[config.mk]
export PLATFORM = sky130hd
export DESIGN_NAME = wb_initiator_bridge
export DESIGN_NICKNAME = d
export VERILOG_FILES = /design/src/rtl/wb_initiator_bridge.sv
export SDC_FILE = /design/constraint.sdc
export NUM_CORES = 1
export LEC_CHECK = 0
export ABC_AREA = 1
export ABC_CLOCK_PERIOD_IN_PS = 1200
export BUFFER_PORTS_ARGS = -buffer_cell sky130_fd_sc_hd__clkbuf_2
export CAP_MARGIN = 20
export CORE_MARGIN = 10
export CORE_UTILIZATION = 30
export DETAILED_ROUTE_END_ITERATION = 10
export GPL_TIMING_DRIVEN = 0
export REMOVE_ABC_BUFFERS = 1
export SETUP_SLACK_MARGIN = 0.2
export SYNTH_ARGS = -nofsm -noshare
export SYNTH_HDL_FRONTEND = slang
export SYNTH_SLANG_ARGS = --single-unit
[constraint.sdc]
create_clock -name sys_clk -period 1.2 [get_ports sys_clk]
set_input_delay 0.24 -clock sys_clk [delete_from_list [all_inputs] [get_ports sys_clk]]
set_output_delay 0.24 -clock sys_clk [all_outputs]
set_load 0.02 [all_outputs]
[src/rtl/wb_initiator_bridge.sv]
// wb_initiator_bridge: single-transaction valid/ready to Wishbone classic initiator
// Optional bus timeout enabled by defining WB_TIMEOUT_EN.
module wb_initiator_bridge #(
  parameter int ADDR_W = 13,
  parameter int DATA_W = 32,
  parameter int TIMEOUT_CYCLES = 255,
  localparam int SEL_W = DATA_W / 8
) (
  input  logic              sys_clk,
  input  logic              sys_rst_n,
  input  logic              req_valid,
  output logic              req_ready,
  input  logic              req_we,
  input  logic [ADDR_W-1:0] req_adr,
  input  logic [DATA_W-1:0] req_dat,
  input  logic [SEL_W-1:0]  req_sel,
  output logic              rsp_valid,
  input  logic              rsp_ready,
  output logic [DATA_W-1:0] rsp_dat,
  output logic [1:0]        rsp_status,
  output logic              wb_cyc,
  output logic              wb_stb,
  output logic              wb_we,
  output logic [ADDR_W-1:0] wb_adr,
  output logic [SEL_W-1:0]  wb_sel,
  output logic [DATA_W-1:0] wb_dat_w,
  input  logic [DATA_W-1:0] wb_dat_r,
  input  logic              wb_ack,
  input  logic              wb_err,
  output logic              busy
);
  typedef enum logic [1:0] {IDLE, BUS, RESP} state_t;
  state_t state, state_nx;
  logic hit, term;
`ifdef WB_TIMEOUT_EN
  localparam int CNT_W = $clog2(TIMEOUT_CYCLES + 1);
  logic [CNT_W-1:0] cnt;
  // Counter is zero whenever not waiting in BUS, so it starts cleared on entry.
  always_ff @(posedge sys_clk or negedge sys_rst_n)
    if (!sys_rst_n) cnt <= '0;
    else cnt <= (state == BUS && !(wb_ack || wb_err)) ? cnt + 1'b1 : '0;
  assign hit = cnt == CNT_W'(TIMEOUT_CYCLES - 1);
`else
  assign hit = TIMEOUT_CYCLES < 0;
`endif
  assign term = wb_ack || wb_err || hit;
  assign req_ready = state == IDLE;
  assign busy = state != IDLE;
  always_ff @(posedge sys_clk or negedge sys_rst_n)
    if (!sys_rst_n) state <= IDLE;
    else state <= state_nx;
  always_comb begin
    state_nx = state;
    state_nx = state == IDLE ? (req_valid ? BUS : IDLE)
             : state == BUS  ? (term ? RESP : BUS)
             : (rsp_ready ? IDLE : RESP);
  end
  always_ff @(posedge sys_clk or negedge sys_rst_n)
    if (!sys_rst_n) begin
      wb_cyc     <= 1'b0;
      wb_stb     <= 1'b0;
      wb_we      <= 1'b0;
      wb_adr     <= '0;
      wb_sel     <= '0;
      wb_dat_w   <= '0;
      rsp_valid  <= 1'b0;
      rsp_dat    <= '0;
      rsp_status <= 2'b00;
    end else if (state == IDLE && req_valid) begin
      wb_cyc   <= 1'b1;
      wb_stb   <= 1'b1;
      wb_we    <= req_we;
      wb_adr   <= req_adr;
      wb_sel   <= req_sel;
      wb_dat_w <= req_dat;
    end else if (state == BUS && term) begin
      // Error outranks ack, and either outranks timeout expiry.
      wb_cyc     <= 1'b0;
      wb_stb     <= 1'b0;
      rsp_valid  <= 1'b1;
      rsp_status <= wb_err ? 2'b01 : wb_ack ? 2'b00 : 2'b10;
      rsp_dat    <= (!wb_err && wb_ack && !wb_we) ? wb_dat_r : '0;
    end else if (state == RESP && rsp_ready) begin
      rsp_valid <= 1'b0;
    end
endmodule
Word-level counts from Yosys, hierarchy flattened

Cells that the tools add are included.

Register bits after elaboration: 88
Latch bits: 0
Memory bits (writable): 0
ROM bits: 0
Input bits: 88
Logic and storage cells: 38
Memories kept: 0

Add/sub/neg operators: 0
$mul: 0
Divide/modulo/power cells: 0
Order comparisons: 0
Equal/unequal tests: 2
Shift operators: 0
Muxes and demuxes: 12
Bitwise logic cells: 1
Reduce and logical (&&, ||, !) cells: 14

Operator list:

| cell                 | number |
|---|---|
| $mux W32             | 1 |
| $mux W2              | 6 |
| $reduce_bool A2 Y1   | 3 |
| $logic_and A1 B1 Y1  | 5 |
| $mux W1              | 5 |
| $reduce_and A2 Y1    | 2 |
| $eq A2 B1 Y1 const B | 1 |
| $eq A2 B2 Y1 const B | 1 |
| $logic_not A1 Y1     | 2 |
| $logic_not A2 Y1     | 1 |
| $logic_or A1 B1 Y1   | 1 |
| $not A1 Y1           | 1 |

Longest topological paths before layout

Gate-level depths: netlist of the first run.

Word-level depth: 4
Depth in mapped cells: 7
Gate-level depth less buffers: 6

Worst setup path before layout of the first run

Ideal clock, no wire load.

Path type: reg2out
Start point: register state[1]
End point: output port busy
Arrival time: 974 ps
Required time: 960 ps
Slack: -14 ps
Cell stages (with the launch flop): 4
Cell sequence: dfrtp_1 -> nor2_4 -> buf_2 -> inv_1

Word-level cells in the longest chain between the ends: 1

RTL lines:

| what                   | line | text |
|---|---|---|
| from (decl)            | 33   | `state_t state, state_nx;` |
| from (signal assigned) | 51   | `else state <= state_nx;` |
| $reduce_bool A2 Y1     | 48   | `assign busy = state != IDLE;` |
| to (decl)              | 30   | `output logic busy` |

Every way passes these cells.

Final worst setup path of the first run

Start point: register state[1]
End point: register wb_dat_w[10]

Word-level cells in the longest chain between the ends: 2

RTL lines:

| what                 | line | text |
|---|---|---|
| $logic_not A2 Y1     | 69   | `end else if (state == IDLE && req_valid) begin` |
| $logic_and A1 B1 Y1  | 69   |  |
| to (signal assigned) | 75   | `wb_dat_w <= req_dat;` |
| to (decl)            | 26   | `output logic [DATA_W-1:0] wb_dat_w,` |

Every way passes these cells.
A chain may end at the register's enable or synchronous reset.

==> results.py, run 1 <==
metrics = {
    "run_status": {
        "violations": "negative hold slack, negative setup slack",
        "outcome": "finished with violations",
    },
    "clock_tree": {
        "clockBufferDepth": 2,
        "clk_pin_slew_ps": 60,
        "cts_buffers": 9,
        "htree_num_levels": 3,
        "cts_root_buffer": "clkbuf_16",
        "numClockSinks": 88,
        "cts_tree": "done",
        "clk_latency_ps": 340,
    },
    "global_route": {
        "gr-total-overflow": 0,
        "grt_max_degree": 52,
        "antenna_found_initial": 1,
        "grt_pass1_wl_um": 21100,
        "grt_usage_pct": 16.4,
        "grt_pass1_vias": 3817,
    },
    "placement": {
        "io_buffers": 176,
        "dp_hpwl_um": 7950,
        "place_congestion": 0.737,
    },
    "yosys": {
        "syn_inst": 386,
        "synth_seq_cells": 88,
        "ys_seq_area_share_pct": 62.7,
        "ys.warnings.count": 0,
        "synthDistinctLibCells": 13,
        "avgSynthCellArea_um2": 9.09,
        "netlist_area_mm2": 0.00351,
    },
    "timing": {
        "maxSlewHeadroom_pct": 54.3,
        "post-route-min-period_ps": 1500,
        "hold_viol": 46,
        "fin_crit_sh_pct": 125,
        "whs_ps": -43.2,
        "setup-violations-final": 90,
        "worst_slack_ps": -300,
        "finClkSkew_ps": 3.65,
        "worstMarginPinSlew_ps": 686,
        "tns_ps": -21710,
        "max_freq_ghz": 0.667,
        "slew_violations": 0,
        "grt_setup_unrepaired": "true",
    },
    "detailed_routing": {
        "drcViolationCount": 0,
        "route.vias.total": 3807,
        "drt_iter0_drc": 186,
        "routedWlPerCell_um": 18.3,
        "avgViaCountPerCell": 4.76,
        "ant_nets": 0,
        "routed_wl_um": 14600,
        "first_pass_iters": 4,
    },
    "power_and_ir_drop": {
        "p_leak_nw": 3.77,
        "ir_worst_vdd_mv": 1.65,
        "p_per_area_mw_per_mm2": 2990,
    },
    "setup_path": {
        "required_ps": 1420,
        "rrSetupSlack_ps": -300,
        "timing.rr.end": "wb_dat_w[10]",
        "cp-end-kind": "flip-flop",
        "arrival_ps": 1720,
        "r2r-start": "state[1]",
        "worstSetupPathType": "reg -> reg",
        "reg2reg_depth": 8,
        "crit_path_max_fanout": 7,
        "cp-start-kind": "flip-flop",
    },
    "cells_and_area": {
        "drive_above_1_share_pct": 60.3,
        "area_delta_synth_final_pct": 98.2,
        "num-nets-final": 740,
        "antennaDiodeCount": 0,
    },
    "hold_path": {
        "hold_path_class": "in -> async",
    },
    "run": {
        "max_cap_violations": 0,
    },
    "floorplanning": {
        "pin_count": 177,
        "initial_core_util_pct": 30.7,
        "die_area_mm2": 0.0164,
        "num_rows": 39,
        "coreArea_mm2": 0.0114,
        "die_w_um": 128,
        "die_height_um": 128,
    },
}
-- through the flow --
stage	cells	setup slack (ps)	cell area [um^2]	util, %	power, mW
floorplan	360	-1200	3350	-	8.31
global placement	679	-2110	4410	38.6	10.6
detailed placement	683	-801	4500	39.4	10.9
CTS	764	-347	6220	54.5	18.4
global route	800	-362	6960	60.9	21.9
finish	800	-300	6960	60.9	20.8
-- where the power goes --
group	leakage (nW)	internal [mW]	switching [mW]	total [mW]
logic	2.49	6.70	5.78	12.5
registers	1.12	4.24	1.09	5.33
clock network	0.159	1.84	1.15	2.98
-- repair_timing --
item | in CTS | in global routing
setup endpoints to repair | 177 | 177
resized for setup | 191 | 188
gates cloned | 10 | 0
endpoints found under the hold margin | 46 | 5
buffers inserted | 55 | 36
pin swaps | 4 | 7
-- layout make-up --
cell class	instances	area, um^2
clock inverters	2	35.0
repair buffers	279	2700
inverters	6	41.3
flip-flops and latches	88	2200
well taps	143	179
fillers	873	4460
clock buffers	14	284
multi-input cells	268	1520
-- sequential cells by signal, indices dropped and copies added, names as in the netlist --
| signal | cells |
|---|---|
| rsp_dat | 32 |
| rsp_status | 2 |
| rsp_valid | 1 |
| state | 2 |
| wb_sel | 4 |
| wb_adr | 13 |
| wb_we | 1 |
| wb_dat_w | 32 |
| wb_stb | 1 |
-- Yosys cell counts --
cell type	count	share of area, %
buf_2	8	1.1
buf_4	9	1.9
buf_6	3	0.96
clkbuf_1	6	0.64
dfrtp_1	88	63
inv_1	4	0.43
inv_2	1	0.11
inv_4	1	0.18
nand2_1	176	19
nand3_1	83	12
nor2_1	4	0.43
nor2_4	2	0.64
o21ai_0	1	0.14
-- per-layer routing --
metal / up-vias / wire length (um) / global-route usage [%]
met1: 1838 / 5510 / 18.5
li1: 1767 / - / -
met3: 19 / 1690 / 8.73
met5: - / 20 / 0
met2: 181 / 7180 / 25.9
met4: 2 / 230 / 6.03
-- cells by family (layout without fill, tap and decap cells) --
logic type      after synthesis  in the layout  share of synthesized area (%)
compound gates                1              1                          0.142
buf+inv                      32            301                           5.38
flops                        88             88                           62.7
simple gates                265            267                           31.7
-- worst max path at each step --
stage                         start            to  depth (start not counted)
after detailed placement  req_valid   wb_dat_w[5]                          5
after global placement     state[1]     wb_adr[0]                          4
after global routing       state[1]   rsp_dat[20]                          9
after CTS                  state[0]          busy                          4
after floorplan            state[1]     wb_adr[0]                          4
final                      state[1]  wb_dat_w[10]                          8
-- critical path, stage by stage (launching register included) --
cell     delay (ps)
dfrtp_2         420
nor2_4          160
buf_6           140
buf_12          110
nand2_8         100
buf_6           180
buf_16          140
nand2_2          50
nand2_1          70
-- cells in the final DEF, fill, tap and decap left out --
cell,count
nor2_4,5
buf_12,11
buf_16,7
bufbuf_16,1
clkinv_2,1
bufinv_16,1
clkbuf_1,1
dfrtp_1,86
inv_4,1
nand2_4,24
nand2_1,86
clkbuf_16,10
nand3_1,81
clkbuf_4,3
nand2_8,1
inv_1,3
buf_6,50
dfrtp_2,2
clkbuf_8,36
buf_4,75
clkbuf_2,85
nand3_2,2
nor2_1,3
inv_16,1
nand2_2,65
buf_8,14
o21ai_1,1
inv_2,1
(Power assumes the default switching activity.)
==> run 2: changes to the inputs <==
- MAX_ROUTING_LAYER: default -> met4
==> run 2 against run 1 <==
  * The flow still finishes with violations (negative hold slack, negative setup slack)
  * Flip-flop and latch count did not move
  * Via count decreased by 0.74%
  * Power down 0.11%
  * First-iteration DRC count up 28%
  * Clock power about the same
  * Cell area barely moved
  * Count of clock-buffer cells in the layout is the same
  * Largest power group unchanged
  * Critical path type unchanged
  * Hold slack worse by 0.99 ps
  * Non-clock buffer count is the same
  * Register-to-register slack about the same
==> results.py, run 2 (synthesized netlist as in run 1, its figures left out) <==
metrics = {
    "cells_and_area": {
        "stdcell_count": 801,
        "num-nets-final": 740,
        "final_cell_mix": "nand2_1 (86), dfrtp_1 (86), clkbuf_2 (85), nand3_1 (81), buf_4 (75)",
        "drive_above_1_share_pct": 60.3,
        "area_delta_synth_final_pct": 98.3,
        "reg_top3": "rsp_dat x32, wb_dat_w x32, wb_adr x13",
        "final_core_util_pct": 60.9,
    },
    "floorplanning": {
        "coreArea_mm2": 0.0114,
        "pin_count": 177,
        "num_rows": 39,
        "die_w_um": 128,
        "die_area_mm2": 0.0164,
        "initial_core_util_pct": 30.7,
        "die_height_um": 128,
    },
    "detailed_routing": {
        "drt_iter0_drc": 239,
        "routedWlPerCell_um": 18.3,
        "first_pass_iters": 4,
        "drcViolationCount": 0,
        "route.vias.total": 3779,
        "avgViaCountPerCell": 4.72,
        "routed_wl_um": 14600,
        "ant_nets": 0,
    },
    "clock_tree": {
        "cts_buffers": 9,
        "clockBufferDepth": 2,
        "htree_num_levels": 3,
        "clk_latency_ps": 340,
        "numClockSinks": 88,
        "cts_root_buffer": "clkbuf_16",
        "cts_tree": "done",
        "clk_pin_slew_ps": 60,
    },
    "timing": {
        "slew_violations": 0,
        "grt_setup_unrepaired": "true",
        "max_freq_ghz": 0.669,
        "worst_slack_ps": -294,
        "fin_crit_sh_pct": 124,
        "maxSlewHeadroom_pct": 54.8,
        "hold_viol": 46,
        "whs_ps": -44.2,
        "tns_ps": -21180,
        "finClkSkew_ps": 4.92,
        "worstMarginPinSlew_ps": 678,
        "post-route-min-period_ps": 1490,
        "setup-violations-final": 90,
    },
    "run_status": {
        "violations": "negative hold slack, negative setup slack",
        "outcome": "finished with violations",
    },
    "setup_path": {
        "required_ps": 1420,
        "worstSetupPathType": "reg -> reg",
        "cp-end-kind": "flip-flop",
        "arrival_ps": 1720,
        "cp-start-kind": "flip-flop",
        "crit_path_max_fanout": 7,
    },
    "global_route": {
        "grt_usage_pct": 16.9,
        "gr-total-overflow": 0,
        "grt_max_degree": 52,
        "grt_pass1_vias": 3836,
        "grt_pass1_wl_um": 21000,
        "antenna_found_initial": 1,
    },
    "hold_path": {
        "hold_path_class": "in -> async",
    },
    "placement": {
        "placed_cells": 683,
        "pre_cts_ws_ps": -801,
        "place_congestion": 0.746,
        "dp_hpwl_um": 7950,
        "io_buffers": 176,
    },
    "power_and_ir_drop": {
        "p_leak_nw": 3.77,
        "p_per_area_mw_per_mm2": 2990,
        "ir_worst_vdd_mv": 1.65,
    },
    "run": {
        "max_cap_violations": 0,
    },
}
## run 2: worst max-delay path: stages (launching register included)
cell     delay, ps
dfrtp_2        420
nor2_4         160
buf_6          140
buf_12         110
nand2_8        100
buf_6          180
buf_16         140
nand2_2         50
nand2_1         70
## run 2: area by class of cell
cell class	instances	area (um^2)
Tap cell	143	179
Multi-Input combinational cell	268	1520
Antenna cell	1	2.50
Fill cell	873	4460
Inverter	6	41.3
Clock buffer	14	284
Clock inverter	2	35.0
Sequential cell	88	2200
Timing Repair Buffer	279	2700
## run 2: power breakdown
| group | internal [mW] | switching, mW |
|---|---|---|
| logic | 6.70 | 5.76 |
| clock network | 1.84 | 1.14 |
| registers | 4.24 | 1.09 |
| total | 12.8 | 7.99 |
## run 2: metal layers
layer  global-route usage [%]  wire [um]  up-vias  share of wire (%)
met3                     6.66       1420       20                9.7
li1                         -          -     1768                  -
met4                     6.03        276        0                1.9
met2                     26.0       7170      183                 49
met1                     19.7       5780     1808                 39
met5                        -          0        -                  0
## run 2: per-stage QoR
| step | cell area (um^2) | total power [mW] |
|---|---|---|
| after detailed placement | 4500 | 10.9 |
| after global routing | 6960 | 21.9 |
| after global placement | 4410 | 10.6 |
| final | 6960 | 20.8 |
| after CTS | 6220 | 18.4 |
| after floorplan | 3350 | 8.31 |
## run 2: path summary, 6_finish.rpt
kind	from	to	slack (ps)	depth (start not counted)
max in group asynchronous	sys_rst_n	wb_adr[5]	580	2
min in group sys_clk	rsp_ready	state[1]	90	2
worst min-delay path	sys_rst_n	rsp_dat[22]	-40	1
worst max-delay path	state[1]	wb_dat_w[10]	-290	8
worst max register to register	state[1]	wb_dat_w[10]	-290	8
worst min register to register	rsp_dat[17]	rsp_dat[17]	500	2
## run 2: repair_timing
action / in CTS / in global routing
pin swaps: 4 / 8
setup endpoints to repair: 177 / 177
setup buffers: 55 / 36
hold endpoints to repair: 46 / 7
gates cloned: 10 / 0
resized for setup: 191 / 188
==> run 3: changes to the inputs <==
- SETUP_SLACK_MARGIN: 0.2 -> default
==> run 3 against run 2 <==
  * The flow still finishes with violations (negative hold slack, negative setup slack)
  * Largest power group unchanged
  * Cell area is 13% lower
  * Via count is 6.6% lower
  * Clock power hardly changed
  * Sequential power is 1% lower
  * Count of clock-buffer cells in the layout stayed put
  * Final cell count is 6.9% lower
==> results.py, run 3 (synthesized netlist as in run 1, its figures left out) <==
metrics = {
    "run_status": {
        "outcome": "finished with violations",
        "violations": "negative hold slack, negative setup slack",
    },
    "timing": {
        "tns_ps": -15960,
        "worstMarginPinSlew_ps": 652,
        "fin_crit_sh_pct": 123,
        "post-route-min-period_ps": 1470,
        "max_freq_ghz": 0.678,
        "hold_viol": 43,
        "worst_slack_ps": -274,
        "whs_ps": -57.7,
        "slew_violations": 0,
        "finClkSkew_ps": 4.79,
        "maxSlewHeadroom_pct": 56.5,
        "setup-violations-final": 90,
        "grt_setup_unrepaired": "true",
    },
    "placement": {
        "placed_cells": 683,
        "place_congestion": 0.746,
        "dp_hpwl_um": 7950,
        "io_buffers": 176,
        "pre_cts_ws_ps": -801,
    },
    "clock_tree": {
        "cts_tree": "done",
        "numClockSinks": 88,
        "clockBufferDepth": 2,
        "cts_root_buffer": "clkbuf_16",
        "cts_buffers": 9,
        "htree_num_levels": 3,
        "clk_pin_slew_ps": 60,
        "clk_latency_ps": 340,
    },
    "floorplanning": {
        "num_rows": 39,
        "coreArea_mm2": 0.0114,
        "die_area_mm2": 0.0164,
        "die_w_um": 128,
        "pin_count": 177,
        "initial_core_util_pct": 30.7,
        "die_height_um": 128,
    },
    "power_and_ir_drop": {
        "ir_worst_vdd_mv": 1.42,
        "p_per_area_mw_per_mm2": 2890,
        "total_power_mw": 17.4,
        "p_leak_nw": 3.29,
    },
    "setup_path": {
        "crit_path_max_fanout": 3,
        "endpoint": "busy",
        "worstSetupPathType": "reg -> out",
        "r2r-start": "state[1]",
        "cp-end-kind": "output pin",
        "cpMaxStageDelayCell": "dfrtp_2",
        "required_ps": 960,
        "crit_chain": "nor2_4, buf_6, inv_2, buf_8",
        "startpoint": "state[1]",
        "rrSetupSlack_ps": -250,
        "path_buf_inv": 3,
        "timing.rr.end": "wb_dat_w[15]",
        "cp-start-kind": "flip-flop",
        "arrival_ps": 1230,
        "critPathMaxStageDelay_ps": 440,
        "path_delay_family": "flip-flops",
        "path_depth": 4,
        "reg2reg_depth": 8,
    },
    "global_route": {
        "top_usage_layer": "met2",
        "grt_pass1_wl_um": 20400,
        "gr-total-overflow": 0,
        "grt_usage_pct": 16.4,
        "grt_max_degree": 52,
        "antenna_found_initial": 1,
        "gr-usage-met1_pct": 19.7,
        "use_met2_pct": 24.9,
        "grt_pass1_vias": 3639,
        "gr-usage-met3_pct": 5.87,
    },
    "detailed_routing": {
        "drt_iter0_drc": 196,
        "avgViaCountPerCell": 4.73,
        "routedWlPerCell_um": 18.4,
        "route.vias.total": 3529,
        "drcViolationCount": 0,
        "ant_nets": 0,
        "first_pass_iters": 4,
        "routed_wl_um": 13700,
    },
    "run": {
        "max_cap_violations": 0,
    },
    "cells_and_area": {
        "nFillCells": 1038,
        "stdcell_count": 746,
        "drive_above_1_share_pct": 59.3,
        "final_common_cell": "clkbuf_2",
        "area_delta_synth_final_pct": 72.0,
        "final_cell_mix": "clkbuf_2 (150), nand2_1 (90), dfrtp_1 (86), nand2_2 (63), nand3_1 (62)",
        "reg_top3": "rsp_dat x32, wb_dat_w x32, wb_adr x13",
        "num-nets-final": 685,
    },
    "hold_path": {
        "hold_path_class": "in -> async",
    },
}
run 3: changes by cell type in the layout (fill, tap and decap cells not counted), sizes merged:
cell         before  now
buf             157   61
clkbuf          135  172
inv               6   10
bufbuf            1    0
dlygate4sd3       0    1
run 3: final cells by class:
| type | instances | area, um^2 | share of cell area (%) |
|---|---|---|---|
| repair buffers | 220 | 1630 | 27.1 |
| repair inverters | 4 | 58.8 | 0.974 |
| clock buffers | 14 | 284 | 4.70 |
| clock inverters | 2 | 35.0 | 0.580 |
| diodes | 1 | 2.50 | 0.0414 |
| multi-input cells | 268 | 1600 | 26.5 |
| well taps | 143 | 179 | 2.96 |
| flip-flops and latches | 88 | 2200 | 36.5 |
| inverters | 6 | 41.3 | 0.684 |
run 3: worst min-delay path by stage:
| stage | to | cells past startpoint | start |
|---|---|---|---|
| detailed placement | rsp_dat[22] | 1 | sys_rst_n |
| global placement | state[1] | 2 | rsp_ready |
| floorplan | rsp_dat[0] | 0 | sys_rst_n |
| finish | rsp_dat[31] | 1 | sys_rst_n |
| global route | rsp_dat[31] | 1 | sys_rst_n |
| CTS | rsp_dat[22] | 1 | sys_rst_n |
run 3: metal layers:
layer	wire (um)	share of wire, %	up-vias
met1	5700	42	1674
met3	1160	8.5	24
met4	314	2.3	0
met5	0	0	-
li1	-	-	1660
met2	6540	48	171
run 3: repair_timing:
item                                    4_1_cts  5_1_grt
gates resized for setup                      96      130
setup buffers                                23       14
gates cloned                                 15        2
endpoints found under the hold margin        46        3
pin swaps                                    10       27
endpoints found under the setup margin       90       97
run 3: through the flow:
step                util, %  hold WS (ps)  instance area [um^2]
floorplan                 -         -55.6                  3350
global placement       38.6           444                  4410
detailed placement     39.4           344                  4500
CTS                    49.5         -34.6                  5650
global route           52.9         -15.8                  6040
finish                 52.9         -57.7                  6040
run 3: power breakdown:
group          switching (mW)  internal, mW
Combinational            5.28          3.92
Sequential               1.03          4.24
Clock                    1.13          1.84
Total                    7.45          10.0
